$ cat src/rtl/cluster_dma_frontend_arbiter_if.sv
// Request/backend bundle between the per-core DMA frontends, the arbiter and the DMA backend.
// The slave modport is the arbiter's view; the master modport drives requests and backend responses.
// Widths follow the arbiter parameters so both sides agree on packing.
interface cluster_dma_frontend_arbiter_if #(
  parameter int NumReq         = 4,
  parameter int IdWidth        = 8,
  parameter int PayloadWidth   = 64,
  parameter int MaxOutstanding = 8
);
  localparam int CntW = $clog2(MaxOutstanding + 1);

  logic [NumReq-1:0]              req_valid_i;
  logic [NumReq-1:0]              req_ready_o;
  logic [NumReq*PayloadWidth-1:0] req_payload_i;
  logic [IdWidth-1:0]             req_id_o;
  logic                           be_valid_o;
  logic                           be_ready_i;
  logic [PayloadWidth-1:0]        be_payload_o;
  logic [IdWidth-1:0]             be_id_o;
  logic                           retire_i;
  logic [IdWidth-1:0]             completed_id_o;
  logic [CntW-1:0]                outstanding_o;
  logic                           idle_o;

  modport slave (
    input  req_valid_i, req_payload_i, be_ready_i, retire_i,
    output req_ready_o, req_id_o, be_valid_o, be_payload_o, be_id_o,
           completed_id_o, outstanding_o, idle_o
  );

  modport master (
    output req_valid_i, req_payload_i, be_ready_i, retire_i,
    input  req_ready_o, req_id_o, be_valid_o, be_payload_o, be_id_o,
           completed_id_o, outstanding_o, idle_o
  );
endinterface

$ cat src/rtl/cluster_dma_frontend_arbiter.sv
// Round-robin share of one DMA backend among NumReq requesters, with wrapping transfer IDs and in-flight tracking.
// Latency: zero -- grant, ID and payload are combinational; counters update on the issuing/retiring edge.
// Backpressure: be_ready_i low holds (locks) the current winner; at MaxOutstanding in flight no grants are made.
module cluster_dma_frontend_arbiter #(
  parameter int NumReq         = 4,
  parameter int IdWidth        = 8,
  parameter int PayloadWidth   = 64,
  parameter int MaxOutstanding = 8
) (
  input logic                          clk_i,
  input logic                          rst_ni,
  cluster_dma_frontend_arbiter_if.slave bus
);

  localparam int CntW = $clog2(MaxOutstanding + 1);
  localparam int PtrW = (NumReq > 1) ? $clog2(NumReq) : 1;

  typedef logic [IdWidth-1:0] id_t;

  // ID 0 means "no transfer", so the sequence skips it when wrapping.
  function automatic id_t id_inc(input id_t id);
    return (&id) ? IdWidth'(1) : id + IdWidth'(1);
  endfunction

  // Requester index 'off' positions after 'base', wrapping at NumReq.
  function automatic logic [PtrW-1:0] rr_idx(input logic [PtrW-1:0] base, input int off);
    int s;
    s = int'(base) + off;
    if (s >= NumReq) s = s - NumReq;
    return PtrW'(s);
  endfunction

  id_t             next_id_q, next_id_d;
  id_t             completed_id_q, completed_id_d;
  logic [CntW-1:0] outstanding_q, outstanding_d;
  logic [PtrW-1:0] rr_q, rr_d;
  logic            lock_q, lock_d;
  logic [PtrW-1:0] lock_idx_q, lock_idx_d;

  logic              winner_exists;
  logic [PtrW-1:0]   winner_idx;
  logic              full;
  logic              be_valid;
  logic              issue;
  logic              retire_ok;
  logic [NumReq-1:0] req_ready;

  // Winner selection: a locked winner is held; otherwise first valid requester at or after rr_q.
  // A locked requester that drops valid yields no winner this cycle and the lock is released.
  always_comb begin
    winner_exists = 1'b0;
    winner_idx    = '0;
    if (lock_q) begin
      if (bus.req_valid_i[lock_idx_q]) begin
        winner_exists = 1'b1;
        winner_idx    = lock_idx_q;
      end
    end else begin
      for (int i = NumReq - 1; i >= 0; i--) begin
        if (bus.req_valid_i[rr_idx(rr_q, i)]) begin
          winner_exists = 1'b1;
          winner_idx    = rr_idx(rr_q, i);
        end
      end
    end
  end

  // Handshake: be_valid depends only on state and requests, never on be_ready_i.
  always_comb begin
    full      = (outstanding_q == CntW'(MaxOutstanding));
    be_valid  = winner_exists && !full;
    issue     = be_valid && bus.be_ready_i;
    retire_ok = bus.retire_i && (outstanding_q != '0);
    req_ready = '0;
    if (issue) req_ready[winner_idx] = 1'b1;
  end

  // Next-state for ID counters, in-flight count, round-robin pointer and lock.
  always_comb begin
    next_id_d      = next_id_q;
    completed_id_d = completed_id_q;
    outstanding_d  = outstanding_q;
    rr_d           = rr_q;
    lock_d         = be_valid && !bus.be_ready_i;
    lock_idx_d     = winner_idx;
    if (issue) begin
      next_id_d = id_inc(next_id_q);
      rr_d      = (winner_idx == PtrW'(NumReq - 1)) ? '0 : winner_idx + PtrW'(1);
    end
    if (retire_ok) completed_id_d = id_inc(completed_id_q);
    unique case ({issue, retire_ok})
      2'b10:   outstanding_d = outstanding_q + CntW'(1);
      2'b01:   outstanding_d = outstanding_q - CntW'(1);
      default: outstanding_d = outstanding_q;
    endcase
  end

  // State registers; reset drops every in-flight ID.
  always_ff @(posedge clk_i or negedge rst_ni) begin
    if (!rst_ni) begin
      next_id_q      <= IdWidth'(1);
      completed_id_q <= '0;
      outstanding_q  <= '0;
      rr_q           <= '0;
      lock_q         <= 1'b0;
      lock_idx_q     <= '0;
    end else begin
      next_id_q      <= next_id_d;
      completed_id_q <= completed_id_d;
      outstanding_q  <= outstanding_d;
      rr_q           <= rr_d;
      lock_q         <= lock_d;
      lock_idx_q     <= lock_idx_d;
    end
  end

  assign bus.req_ready_o    = req_ready;
  assign bus.req_id_o       = next_id_q;
  assign bus.be_id_o        = next_id_q;
  assign bus.be_valid_o     = be_valid;
  assign bus.be_payload_o   = be_valid ? bus.req_payload_i[int'(winner_idx)*PayloadWidth +: PayloadWidth]
                                       : '0;
  assign bus.completed_id_o = completed_id_q;
  assign bus.outstanding_o  = outstanding_q;
  assign bus.idle_o         = (outstanding_q == '0) && !(|bus.req_valid_i);

  // Protocol checks: a locked requester must keep valid up; retire needs something in flight.
  a_lock_hold: assert property (@(posedge clk_i) disable iff (!rst_ni)
    lock_q |-> bus.req_valid_i[lock_idx_q])
    else $warning("locked requester dropped valid before grant");

  a_retire_nonempty: assert property (@(posedge clk_i) disable iff (!rst_ni)
    bus.retire_i |-> (outstanding_q != '0))
    else $warning("retire with nothing outstanding ignored");

endmodule

$ cat src/flat_wrapper.sv
// flat-port wrapper written by rule: the top's interface ports become plain ports
module cluster_dma_frontend_arbiter_flat 
#(
  parameter int NumReq         = 4,
  parameter int IdWidth        = 8,
  parameter int PayloadWidth   = 64,
  parameter int MaxOutstanding = 8
)
  (clk_i, rst_ni, bus_req_valid_i, bus_req_payload_i, bus_be_ready_i, bus_retire_i, bus_req_ready_o, bus_req_id_o, bus_be_valid_o, bus_be_payload_o, bus_be_id_o, bus_completed_id_o, bus_outstanding_o, bus_idle_o);
  cluster_dma_frontend_arbiter_if #(.NumReq(NumReq), .IdWidth(IdWidth), .PayloadWidth(PayloadWidth), .MaxOutstanding(MaxOutstanding)) bus_i ();
  input logic clk_i;
  input logic rst_ni;
  input wire logic [$bits(bus_i.req_valid_i)-1:0] bus_req_valid_i;
  input wire logic [$bits(bus_i.req_payload_i)-1:0] bus_req_payload_i;
  input wire logic [$bits(bus_i.be_ready_i)-1:0] bus_be_ready_i;
  input wire logic [$bits(bus_i.retire_i)-1:0] bus_retire_i;
  output wire logic [$bits(bus_i.req_ready_o)-1:0] bus_req_ready_o;
  output wire logic [$bits(bus_i.req_id_o)-1:0] bus_req_id_o;
  output wire logic [$bits(bus_i.be_valid_o)-1:0] bus_be_valid_o;
  output wire logic [$bits(bus_i.be_payload_o)-1:0] bus_be_payload_o;
  output wire logic [$bits(bus_i.be_id_o)-1:0] bus_be_id_o;
  output wire logic [$bits(bus_i.completed_id_o)-1:0] bus_completed_id_o;
  output wire logic [$bits(bus_i.outstanding_o)-1:0] bus_outstanding_o;
  output wire logic [$bits(bus_i.idle_o)-1:0] bus_idle_o;
  assign bus_i.req_valid_i = bus_req_valid_i;
  assign bus_i.req_payload_i = bus_req_payload_i;
  assign bus_i.be_ready_i = bus_be_ready_i;
  assign bus_i.retire_i = bus_retire_i;
  assign bus_req_ready_o = bus_i.req_ready_o;
  assign bus_req_id_o = bus_i.req_id_o;
  assign bus_be_valid_o = bus_i.be_valid_o;
  assign bus_be_payload_o = bus_i.be_payload_o;
  assign bus_be_id_o = bus_i.be_id_o;
  assign bus_completed_id_o = bus_i.completed_id_o;
  assign bus_outstanding_o = bus_i.outstanding_o;
  assign bus_idle_o = bus_i.idle_o;
  cluster_dma_frontend_arbiter #(.NumReq(NumReq), .IdWidth(IdWidth), .PayloadWidth(PayloadWidth), .MaxOutstanding(MaxOutstanding)) u_core (.clk_i(clk_i), .rst_ni(rst_ni), .bus(bus_i));
endmodule
$ cat config.mk
export PLATFORM = sky130hd
export DESIGN_NAME = cluster_dma_frontend_arbiter_flat
export DESIGN_NICKNAME = d
export VERILOG_FILES = /design/src/rtl/cluster_dma_frontend_arbiter_if.sv /design/src/rtl/cluster_dma_frontend_arbiter.sv /design/src/flat_wrapper.sv
export SDC_FILE = /design/constraint.sdc
export NUM_CORES = 1
export LEC_CHECK = 0
export BUFFER_PORTS_ARGS = -buffer_cell sky130_fd_sc_hd__buf_4
export CORE_AREA = 8 8 133 135
export DETAILED_ROUTE_END_ITERATION = 10
export DIE_AREA = 0 0 141 143
export PLACE_DENSITY = 0.7
export SYNTH_ARGS = -nofsm -noshare
export SYNTH_HDL_FRONTEND = slang
export SYNTH_SLANG_ARGS = --single-unit
$ cat constraint.sdc
create_clock -name clk_i -period 4.77 [get_ports clk_i]
set_input_delay 0 -clock clk_i [delete_from_list [all_inputs] [get_ports clk_i]]
set_output_delay 0 -clock clk_i [all_outputs]
set_load 0.005 [all_outputs]
# Word level (Yosys, flattened, before mapping)
# Cells that the tools add are included.
[totals] ff_bits=25 word_cells=87 inputBits=264 output_inout_bits=98
[op_classes] n_shift=1 reduce_logical=15 add_sub_neg=12 order_cmp=11 muxes=38 n_eq_ne=4
[ops] operator="$shiftx A256 B9 Y64" n=1
[ops] operator="$mux W64" n=1
[ops] operator="$mux W2" n=15
[ops] operator="$lt A2 B3 Y1 const B" n=6
[ops] operator="$add A8 B1 Y8 const B" n=2
[ops] operator="$mux W8" n=2
[ops] operator="$reduce_and A8 Y1" n=2
[ops] operator="$mux W1" n=12
[ops] operator="$bmux W1 S2" n=5
[ops] operator="$ge A3 B3 Y1 const B" n=3
[ops] operator="$pmux W4 S2" n=1
[ops] operator="$sub A2 B1 Y2 const B" n=4
[ops] operator="$add A2 B2 Y3 const B" n=2
[ops] operator="$logic_and A1 B1 Y1" n=6
[ops] operator="$add A4 B1 Y4 const B" n=1
[ops] operator="$eq A2 B2 Y1 const B" n=2
[ops] operator="$eq A4 B4 Y1 const B" n=1
[ops] operator="$logic_not A4 Y1" n=1
[ops] operator="$mux W4" n=1
[ops] operator="$reduce_bool A4 Y1" n=1
[ops] operator="$reduce_or A4 Y1" n=1
[ops] operator="$sub A4 B1 Y4 const B" n=1
[ops] operator="$add A2 B1 Y3 const B" n=1
[ops] operator="$ge A2 B3 Y1 const B" n=1
[ops] operator="other kinds (6)" n=8

# Longest topological paths before layout
# Gate-level depths: netlist of run 1.
[depth] word_depth=16 ltp_mapped=12 mapped_depth_nobuf=10

# Least setup slack after synthesis of run 1
# OpenSTA, ideal clock, no wires.
[synth_path] kind="reg2reg" start="register u_core.outstanding_q[1], in the netlist u_core.bus.outstanding_o[1]" end="register u_core.outstanding_q[2], in the netlist u_core.bus.outstanding_o[2]" t_required_ns=4.642 period_less_slack_ns=2.869 stages_incl_launch_ff=13 path_slack_ns=1.901 arrival_time_ns=2.741 path_buffers=2 setup_time_ns=0.128 cell_sequence="dfrtp_1 > clkbuf_1 > or4b_2 > o211a_1 > nand2_1 > buf_2 > ha_1 > xor2_1 > ha_1 > a21oi_1 > xor2_1 > nor2_1 > xor2_1"
[synth_between] elab_chain_cells=6 word_cells_on_any_way=12 classes_between="add/sub (2); eq/ne (3); mux (1); reduce/logical (6)"
[synth_lines] element="start: declaration" line="cluster_dma_frontend_arbiter.sv:35" rtl="logic [CntW-1:0] outstanding_q, outstanding_d;"
[synth_lines] element="start signal: assignment" line="cluster_dma_frontend_arbiter.sv:110" rtl="outstanding_q <= outstanding_d;"
[synth_lines] element="$eq A4 B4 Y1" line="cluster_dma_frontend_arbiter.sv:70" rtl="full = (outstanding_q == CntW'(MaxOutstanding));"
[synth_lines] element="$logic_not A1 Y1" line="cluster_dma_frontend_arbiter.sv:71" rtl="be_valid = winner_exists && !full;"
[synth_lines] element="$logic_and A1 B1 Y1" line="cluster_dma_frontend_arbiter.sv:71"
[synth_lines] element="$logic_and A1 B1 Y1" line="cluster_dma_frontend_arbiter.sv:72" rtl="issue = be_valid && bus.be_ready_i;"
[synth_lines] element="$eq A2 B1 Y1 / $eq A2 B2 Y1 (equally long branches)" line="cluster_dma_frontend_arbiter.sv:91" rtl="unique case ({issue, retire_ok})"
[synth_lines] element="$pmux W4 S2 / $reduce_bool A2 Y1 (equally long branches)"
# Several ways; a longest one is shown, not always the timed one.
# A chain may end at the register's enable or synchronous reset.

# Worst setup path after layout of run 1
[layout_path] start="register u_core.lock_idx_q[0]" end="output port bus_be_payload_o[32]"
[layout_between] elab_chain_cells=6 word_cells_on_any_way=9 classes_between="shift (1); mux (7); reduce/logical (1)"
[layout_lines] element="start: declaration" line="cluster_dma_frontend_arbiter.sv:38" rtl="logic [PtrW-1:0] lock_idx_q, lock_idx_d;"
[layout_lines] element="start signal: assignment" line="cluster_dma_frontend_arbiter.sv:113" rtl="lock_idx_q <= lock_idx_d;"
[layout_lines] element="$bmux W1 S2" line="cluster_dma_frontend_arbiter.sv:54" rtl="if (bus.req_valid_i[lock_idx_q]) begin"
[layout_lines] element="$mux W1 (implied by the code)" line="cluster_dma_frontend_arbiter.sv:54"
[layout_lines] element="$mux W2 / $mux W1 (equally long branches)" line="cluster_dma_frontend_arbiter.sv:54"
[layout_lines] element="$mux W2 / $mux W1 (equally long branches)" line="cluster_dma_frontend_arbiter.sv:53" rtl="if (lock_q) begin"
[layout_lines] element="$shiftx A256 B9 Y64 / $logic_and A1 B1 Y1 (equally long branches)" line="cluster_dma_frontend_arbiter.sv:121, cluster_dma_frontend_arbiter.sv:71"
[layout_lines] element="$mux W64 *" line="cluster_dma_frontend_arbiter.sv:121" rtl="assign bus.be_payload_o = be_valid ? bus.req_payload_i[int'(winner_idx)*PayloadWidth +: PayloadWidth]"
[layout_lines] element="end: declaration" line="flat_wrapper.sv:20" rtl="output wire logic [$bits(bus_i.be_payload_o)-1:0] bus_be_payload_o;"
# Every way passes the cells marked *; elsewhere a longest branch is shown, timed or not. The select of a mux whose other input is x is not followed.

==> impl_metrics.toml, run 1 <==
[clock_network]
cts_hold_buffers = 2
cts_setup_buffers = 0
clk_pin_slew_worst_paths_ns = 0.07
clock_latency_ns = 0.26
clockBufferDepth = 2
cts_buffers = 3
h-tree-depth = 1
post_cts_resized = 0
root_buffer = "clkbuf_16"
cts_tree = "done"
cts_sinks = 25

[global_routing]
track_usage_pct = 19.7
grt_max_degree = 72
antenna_found_initial = 6
grt_pass1_wl_um = 30000
grt_pass1_vias = 4731
overflow = 0

[setup_path]
critPathMaxStageDelay_ns = 0.82
critical_path_class = "reg2out"
slowest_stage = "or3b_4"
cp_max_fo = 47
cp_cell_sequence = "mux4_2, or2_4, o211a_4, or3b_4, buf_4, o22ai_2, buf_4"
endpoint_kind = "primary output"
crit_path_start_kind = "flip-flop"
arrival_ns = 3.33
crit_required_ns = 4.77
crit_top_cell = "buf_4"

[sta]
final-hold-violation-count = 0
timing.hold.ws_ns = 0.186
fin_skew_ns = 0.00285
setup_tns_ns = 0
max_freq_mhz = 300
finalCritPeriodShare_pct = 69.8
slew_viol_final = 0
rsz0062_at_grt = "no"
slew_headroom_pct = 29.1
tightest_slew_ns = 1.06
finalSetupViolations = 0
min_period_ns = 3.33

[floorplanning]
start_util_pct = 24.9
coreArea_sq_mm = 0.0156
die_h_um = 143
die_w_um = 141
io_pins = 362
die_area_sq_mm = 0.0202
rows = 46

[finish]
seqCellArea_sq_um = 627
fillCellCount = 1549
finalNetCount = 988
area_growth_pct = 73.4
post-route-util_pct = 43.2
drive_gt1_share_pct = 62.2
multiInputGateArea_sq_mm = 0.00294

[synthesis]
synth_cell_type_count = 47
yosys.area.top_type = "mux2i_1"
ys_top_cells_by_area = "mux2i_1 33%, o22ai_2 19%, dfrtp_1 15%"
syn_area_per_cell_sq_um = 10.2
yosys.area.top_type_share_pct = 33.3
yosysSeqAreaShare_pct = 16.1
synth_seq_cells = 25
synth_nets = 654
netlist_instances = 381
synth_warnings = 0
synthesis.area_sq_mm = 0.00388

[hold_path]
min_path_type = "in2async"

[route]
first_pass_iters = 4
drtIter0Drc = 279
ant_nets = 0
num_vias = 4514
viasPerCell = 4.84
drc = 0
wl_um = 21800
routedWlPerCell_um = 23.3

[placed_design]
hpwl_um = 18800
numPortBuffers = 361
globalplace.congestion = 0.939

[outcome]
status = "finished, final reports clean"

[pwr]
total_leakage_power_nw = 3.69
pwr_density_cell_mw_per_mm2 = 560
ir_drop_uv = 251

[job]
maxCapViolations = 0
-- per-stage QoR --
| stage | instances | worst slack, ns | instance area, sq um | total power, mW |
|---|---|---|---|---|
| finish | 933 | 1.44 | 6730 | 3.77 |
| CTS | 930 | 1.46 | 6730 | 3.81 |
| global route | 931 | 1.30 | 6730 | 4.02 |
| floorplan | 381 | 1.90 | 3880 | 2.43 |
| global placement | 924 | 1.78 | 6620 | 3.58 |
| detailed placement | 924 | 1.71 | 6620 | 3.60 |
-- cells in the mapped netlist, drive strengths merged --
library cell  number
or4b               1
a211o              1
o21ai              8
nor2b              2
clkbuf            13
o31ai              3
nand2             13
or3b               1
mux2               4
xnor2              5
ha                 9
nor3b              2
a21boi             1
buf               27
nor2               9
or2                2
o211a              2
dfrtp             24
inv                5
o41ai              1
mux2i            129
xor2               8
nand3b             4
a211oi             1
or4                3
mux4               1
nor3               1
and3               8
a31oi              1
nand2b             2
a21oi              8
o41a               1
nand4              3
o311ai             1
nand3              7
dfstp              1
and4               1
a32oi              1
a21o               2
o22ai             65
-- worst paths after layout --
kind                                                           from                                       end  slack [ns]  cells after the start
min reg2reg                u_core.bus.completed_id_o[7]$_DFFE_PN0P_  u_core.bus.completed_id_o[7]$_DFFE_PN0P_        0.51                      1
max in group asynchronous                                    rst_ni         u_core.bus.be_id_o[0]$_DFFE_PN1P_        4.29                      2
min                                                          rst_ni  u_core.bus.completed_id_o[7]$_DFFE_PN0P_        0.19                      2
min in group clk_i                                     bus_retire_i  u_core.bus.completed_id_o[0]$_DFFE_PN0P_        0.27                      4
max                                  u_core.lock_idx_q[0]$_DFF_PN0_                      bus_be_payload_o[32]        1.44                      7
max reg2reg                 u_core.bus.outstanding_o[0]$_DFFE_PN0P_   u_core.bus.outstanding_o[2]$_DFFE_PN0P_        1.67                     10
-- flip-flops by register name, indices dropped and copies added, names as in the netlist --
register,count
u_core.bus.outstanding_o,4
u_core.bus.completed_id_o,8
u_core.rr_q,2
u_core.lock_q,1
u_core.bus.be_id_o,8
u_core.lock_idx_q,2
-- cell usage in the layout, fill, tap and decap left out, drive strengths merged, types with 3 or more instances in the layout --
| cell type | instances |
|---|---|
| buf | 367 |
| mux2i | 129 |
| o22ai | 65 |
| dfrtp | 24 |
| nand2 | 13 |
| nor2 | 9 |
| ha | 9 |
| xor2 | 8 |
| a21oi | 8 |
| and3 | 8 |
| o21ai | 8 |
| nand3 | 7 |
| inv | 6 |
| xnor2 | 5 |
| mux2 | 4 |
| nand3b | 4 |
| diode | 3 |
| or4 | 3 |
| o31ai | 3 |
| nand4 | 3 |
| clkbuf | 3 |
-- layer usage --
metal	up-vias	track usage, %	share of wire (%)	routed length, um
li1	2145	-	-	-
met1	2132	24.8	43	9270
met2	211	32.6	48	10400
met3	18	6.81	8.8	1920
met4	8	2.83	0.72	157
met5	-	0	0.23	51
-- power by group --
| part | switching [mW] | total (mW) | internal (mW) |
|---|---|---|---|
| Clock | 0.0799 | 0.196 | 0.116 |
| Combinational | 1.47 | 3.11 | 1.64 |
| Sequential | 0.161 | 0.470 | 0.309 |
| Total | 1.71 | 3.77 | 2.06 |
-- cell type report --
cell class              count  share of cell area, %
repair buffers            369                   41.4
clock buffers               3                   1.11
well taps                 216                   4.01
diodes                      3                  0.111
flip-flops and latches     25                   9.31
inverters                   5                  0.279
clock inverters             1                  0.130
multi-input cells         311                   43.6
-- worst max-delay path: cells and delay by family (launching register included) --
family | cells | cell delay [ns]
AND/OR/NAND/NOR | 2 | 1.10
buffers and inverters | 2 | 0.63
multiplexers | 1 | 0.53
flip-flops | 1 | 0.45
AO/OA/AOI/OAI | 2 | 0.32
-- cells by family (layout without fill, tap and decap cells) --
kind of cell | Yosys count | count (layout) | synth area share (%)
compound gates | 96 | 96 | 25.9
xor+xnor | 13 | 13 | 2.93
fa+ha+maj | 9 | 9 | 2.90
buf+inv | 45 | 378 | 8.70
flops | 25 | 25 | 16.1
mux | 134 | 134 | 35.0
other cells | 0 | 3 | 0
simple gates | 59 | 59 | 8.41
Power figures use the tool's default switching activity.
==> inputs of run 2 (changes only) <==
--- a/config.mk
+++ b/config.mk
@@ -5,11 +5,12 @@
 export SDC_FILE = /design/constraint.sdc
 export NUM_CORES = 1
 export LEC_CHECK = 0
+export ABC_AREA = 1
 export BUFFER_PORTS_ARGS = -buffer_cell sky130_fd_sc_hd__buf_4
-export CORE_AREA = 8 8 133 135
+export CORE_AREA = 8 8 134 136
 export DETAILED_ROUTE_END_ITERATION = 10
-export DIE_AREA = 0 0 141 143
-export PLACE_DENSITY = 0.7
+export DIE_AREA = 0 0 142 144
+export PLACE_DENSITY = 0.79
 export SYNTH_ARGS = -nofsm -noshare
 export SYNTH_HDL_FRONTEND = slang
 export SYNTH_SLANG_ARGS = --single-unit
==> constraint.sdc (replaced) <==
create_clock -name clk_i -period 3.3 [get_ports clk_i]
set_input_delay 0 -clock clk_i [delete_from_list [all_inputs] [get_ports clk_i]]
set_output_delay 0 -clock clk_i [all_outputs]
set_load 0.005 [all_outputs]
==> run 2 against run 1 <==
Effect of this change: die area rose by 1.4%; largest cell class unchanged; synthesized cell count grew to 2.6 times the previous value; sequential share of layout area fell by 1.4 points; global-route usage rose by 1.4 points; power increased by 100%; first-iteration DRC count up 110%; via count grew 62%.
==> impl_metrics.toml, run 2 <==
[setup_path]
cp_cell_sequence = "inv_4, nand2_1, nand2_1, nand2_1, nand2_1, nand2_2, nand3_2, nand3_4, buf_4, nand3_1, nand3_1, a21oi_1, buf_4"
crit_family = "buffers and inverters"
cp_max_fo = 84
r2r_slack_ns = 0.75
critPathMaxStageDelay_ns = 0.63
reg2reg_to = "u_core.bus.outstanding_o[2]$_DFFE_PN0P_"
crit_required_ns = 3.30
rr_worst_depth = 15
crit_top_cell = "nand2_1"
critical_path_class = "reg2out"
endpoint_kind = "primary output"
crit_path_start_kind = "flip-flop"
path_buf_inv = 3
arrival_ns = 2.83
rr_startpoint = "u_core.lock_idx_q[0]$_DFF_PN0_"
slowest_stage = "buf_4"

[clock_network]
post_cts_resized = 0
clock_latency_ns = 0.26
clockBufferDepth = 2
cts_buffers = 3
root_buffer = "clkbuf_16"
clk_pin_slew_worst_paths_ns = 0.07
cts_sinks = 25
cts_setup_buffers = 0
cts_tree = "done"
h-tree-depth = 1

[pwr]
total_leakage_power_nw = 4.98
comb_power_share_pct = 88.0
ir_drop_uv = 855
clockPowerShare_pct = 3.6
power_mw = 7.69
p_seq_share_pct = 8.4
netSwitchingPower_mw = 4.18
p_int_mw = 3.51
p_sw_share_pct = 54.4
pwr_density_cell_mw_per_mm2 = 965

[finish]
final_cell_mix = "370 x buf_4, 341 x nand3_1, 285 x inv_1"
final_common_cell = "buf_4"
drive_gt1_share_pct = 30.8
finalNetCount = 1566
postLayoutCellArea_sq_mm = 0.00797
area_growth_pct = 52.0
antenna_cells = 0

[route]
first_pass_iters = 5
drc = 0
routedWlPerCell_um = 15.5
viasPerCell = 4.84
ant_nets = 0
num_vias = 7311
wl_um = 23500
drtIter0Drc = 583

[sta]
slew_headroom_pct = 42.5
setup_tns_ns = 0
tightest_slew_ns = 0.863
timing.hold.ws_ns = 0.0802
finalCritPeriodShare_pct = 85.7
slew_viol_final = 0
finalSetupViolations = 0
max_freq_mhz = 353
fin_skew_ns = 0.00486
fin_ws_ns = 0.470
min_period_ns = 2.83
rsz0062_at_grt = "no"
final-hold-violation-count = 0

[floorplanning]
coreArea_sq_mm = 0.0161
die_area_sq_mm = 0.0204
start_util_pct = 32.7
rows = 47
io_pins = 362
die_h_um = 144
die_w_um = 142

[hold_path]
min_from = "bus_retire_i"
min_path_type = "in2reg"
holdPathEnd = "u_core.bus.completed_id_o[1]$_DFFE_PN0P_"
hold_depth = 4

[global_routing]
grt_pass1_vias = 6879
antenna_found_initial = 0
track_usage_pct = 21.1
grt_max_degree = 129
grt_pass1_wl_um = 35800
overflow = 0

[outcome]
status = "finished, final reports clean"

[synthesis]
synth_most_common_cell = "nand3_1"
syn_area_per_cell_sq_um = 5.29
synth_seq_cells = 25
synth_edf_count = 0
synth_cell_type_count = 32
synth_warnings = 0
synth_nets = 1264
ys.flop_type = "dfrtp_1"
synthesis.area_sq_mm = 0.00524
yosys.area.top_type_share_pct = 32.6
yosys.area.top_type = "nand3_1"
netlist_instances = 991
synthTopCellsByCount = "342 x nand3_1, 285 x inv_1, 115 x nand2_1"
yosysSeqAreaShare_pct = 12.0
synth_async_sr_flop_share_pct = 100
ys_top_cells_by_area = "nand3_1 33%, inv_1 20%, dfrtp_1 11%"

[job]
maxCapViolations = 0

[placed_design]
numPortBuffers = 361
hpwl_um = 17600
globalplace.congestion = 0.947
dpl_cell_area_sq_mm = 0.00787
place_ws_ns = 0.771
==> run 2: kinds of logic after synthesis <==
| logic type | after synthesis | synth area share (%) |
|---|---|---|
| and+or+nand+nor | 489 | 44.5 |
| buffers and inverters | 367 | 30.7 |
| AOI/OAI and AO/OA | 90 | 8.80 |
| DFF | 25 | 12.0 |
| xor gates and xnor gates | 11 | 1.84 |
| adders and majority gates | 9 | 2.15 |
==> run 2: final cells by class <==
class                   count  area, sq um
fillers                  1656         8090
inverters                 288         1080
clock buffers               3         75.1
well taps                 220          275
repair buffers            376         2880
flip-flops and latches     25          627
multi-input cells         599         3020
clock inverters             1         7.51
==> run 2: how the worst max path moves through the flow <==
| stage | from | endpoint | slack (ns) | cells past startpoint |
|---|---|---|---|---|
| after global routing | u_core.rr_q[0]$_DFFE_PN0P_ | bus_be_payload_o[38] | 0.24 | 13 |
| after global placement | u_core.lock_idx_q[0]$_DFF_PN0_ | bus_be_payload_o[44] | 0.81 | 9 |
| after CTS | u_core.rr_q[0]$_DFFE_PN0P_ | bus_be_payload_o[38] | 0.50 | 15 |
| after floorplan | u_core.lock_idx_q[0]$_DFF_PN0_ | u_core.bus.outstanding_o[2]$_DFFE_PN0P_ | 1.02 | 16 |
| final | u_core.rr_q[0]$_DFFE_PN0P_ | bus_be_payload_o[44] | 0.47 | 13 |
| after detailed placement | u_core.lock_idx_q[0]$_DFF_PN0_ | u_core.bus.outstanding_o[2]$_DFFE_PN0P_ | 0.77 | 15 |
==> run 2: power groups by stage <==
stage | Combinational (mW) | Clock (mW) | Sequential [mW]
after floorplan | 4.37 | 0 | 0.602
after global placement | 6.73 | 0 | 0.645
after detailed placement | 6.80 | 0 | 0.647
after CTS | 6.83 | 0.284 | 0.646
after global routing | 7.47 | 0.296 | 0.671
final | 6.77 | 0.277 | 0.646
==> run 2: repair_timing <==
item	in CTS	in global routing
endpoints found under the hold margin	26	0
setup endpoints to repair	0	0
hold buffers	2	0
==> run 2: worst min-delay path, delay by kind of cell <==
family                 cells  cell delay (ns)
buffers and inverters      1             0.08
and+or+nand+nor            3             0.23
==> run 2: stage by stage <==
step / util, % / instances
5_1_grt: 49.6 / 1512
3_3_place_gp: 49.0 / 1506
3_5_place_dp: 49.0 / 1506
4_1_cts: 49.6 / 1512
2_1_floorplan: - / 991
6_report: 49.6 / 1512
==> run 2: metal layers <==
layer  up-vias  GRT usage (%)  share of wire [%]
met2       337           37.2                 49
li1       3673              -                  -
met3        33           4.26                8.6
met5         -              0                  0
met4         0           4.97                2.2
met1      3268           25.8                 40
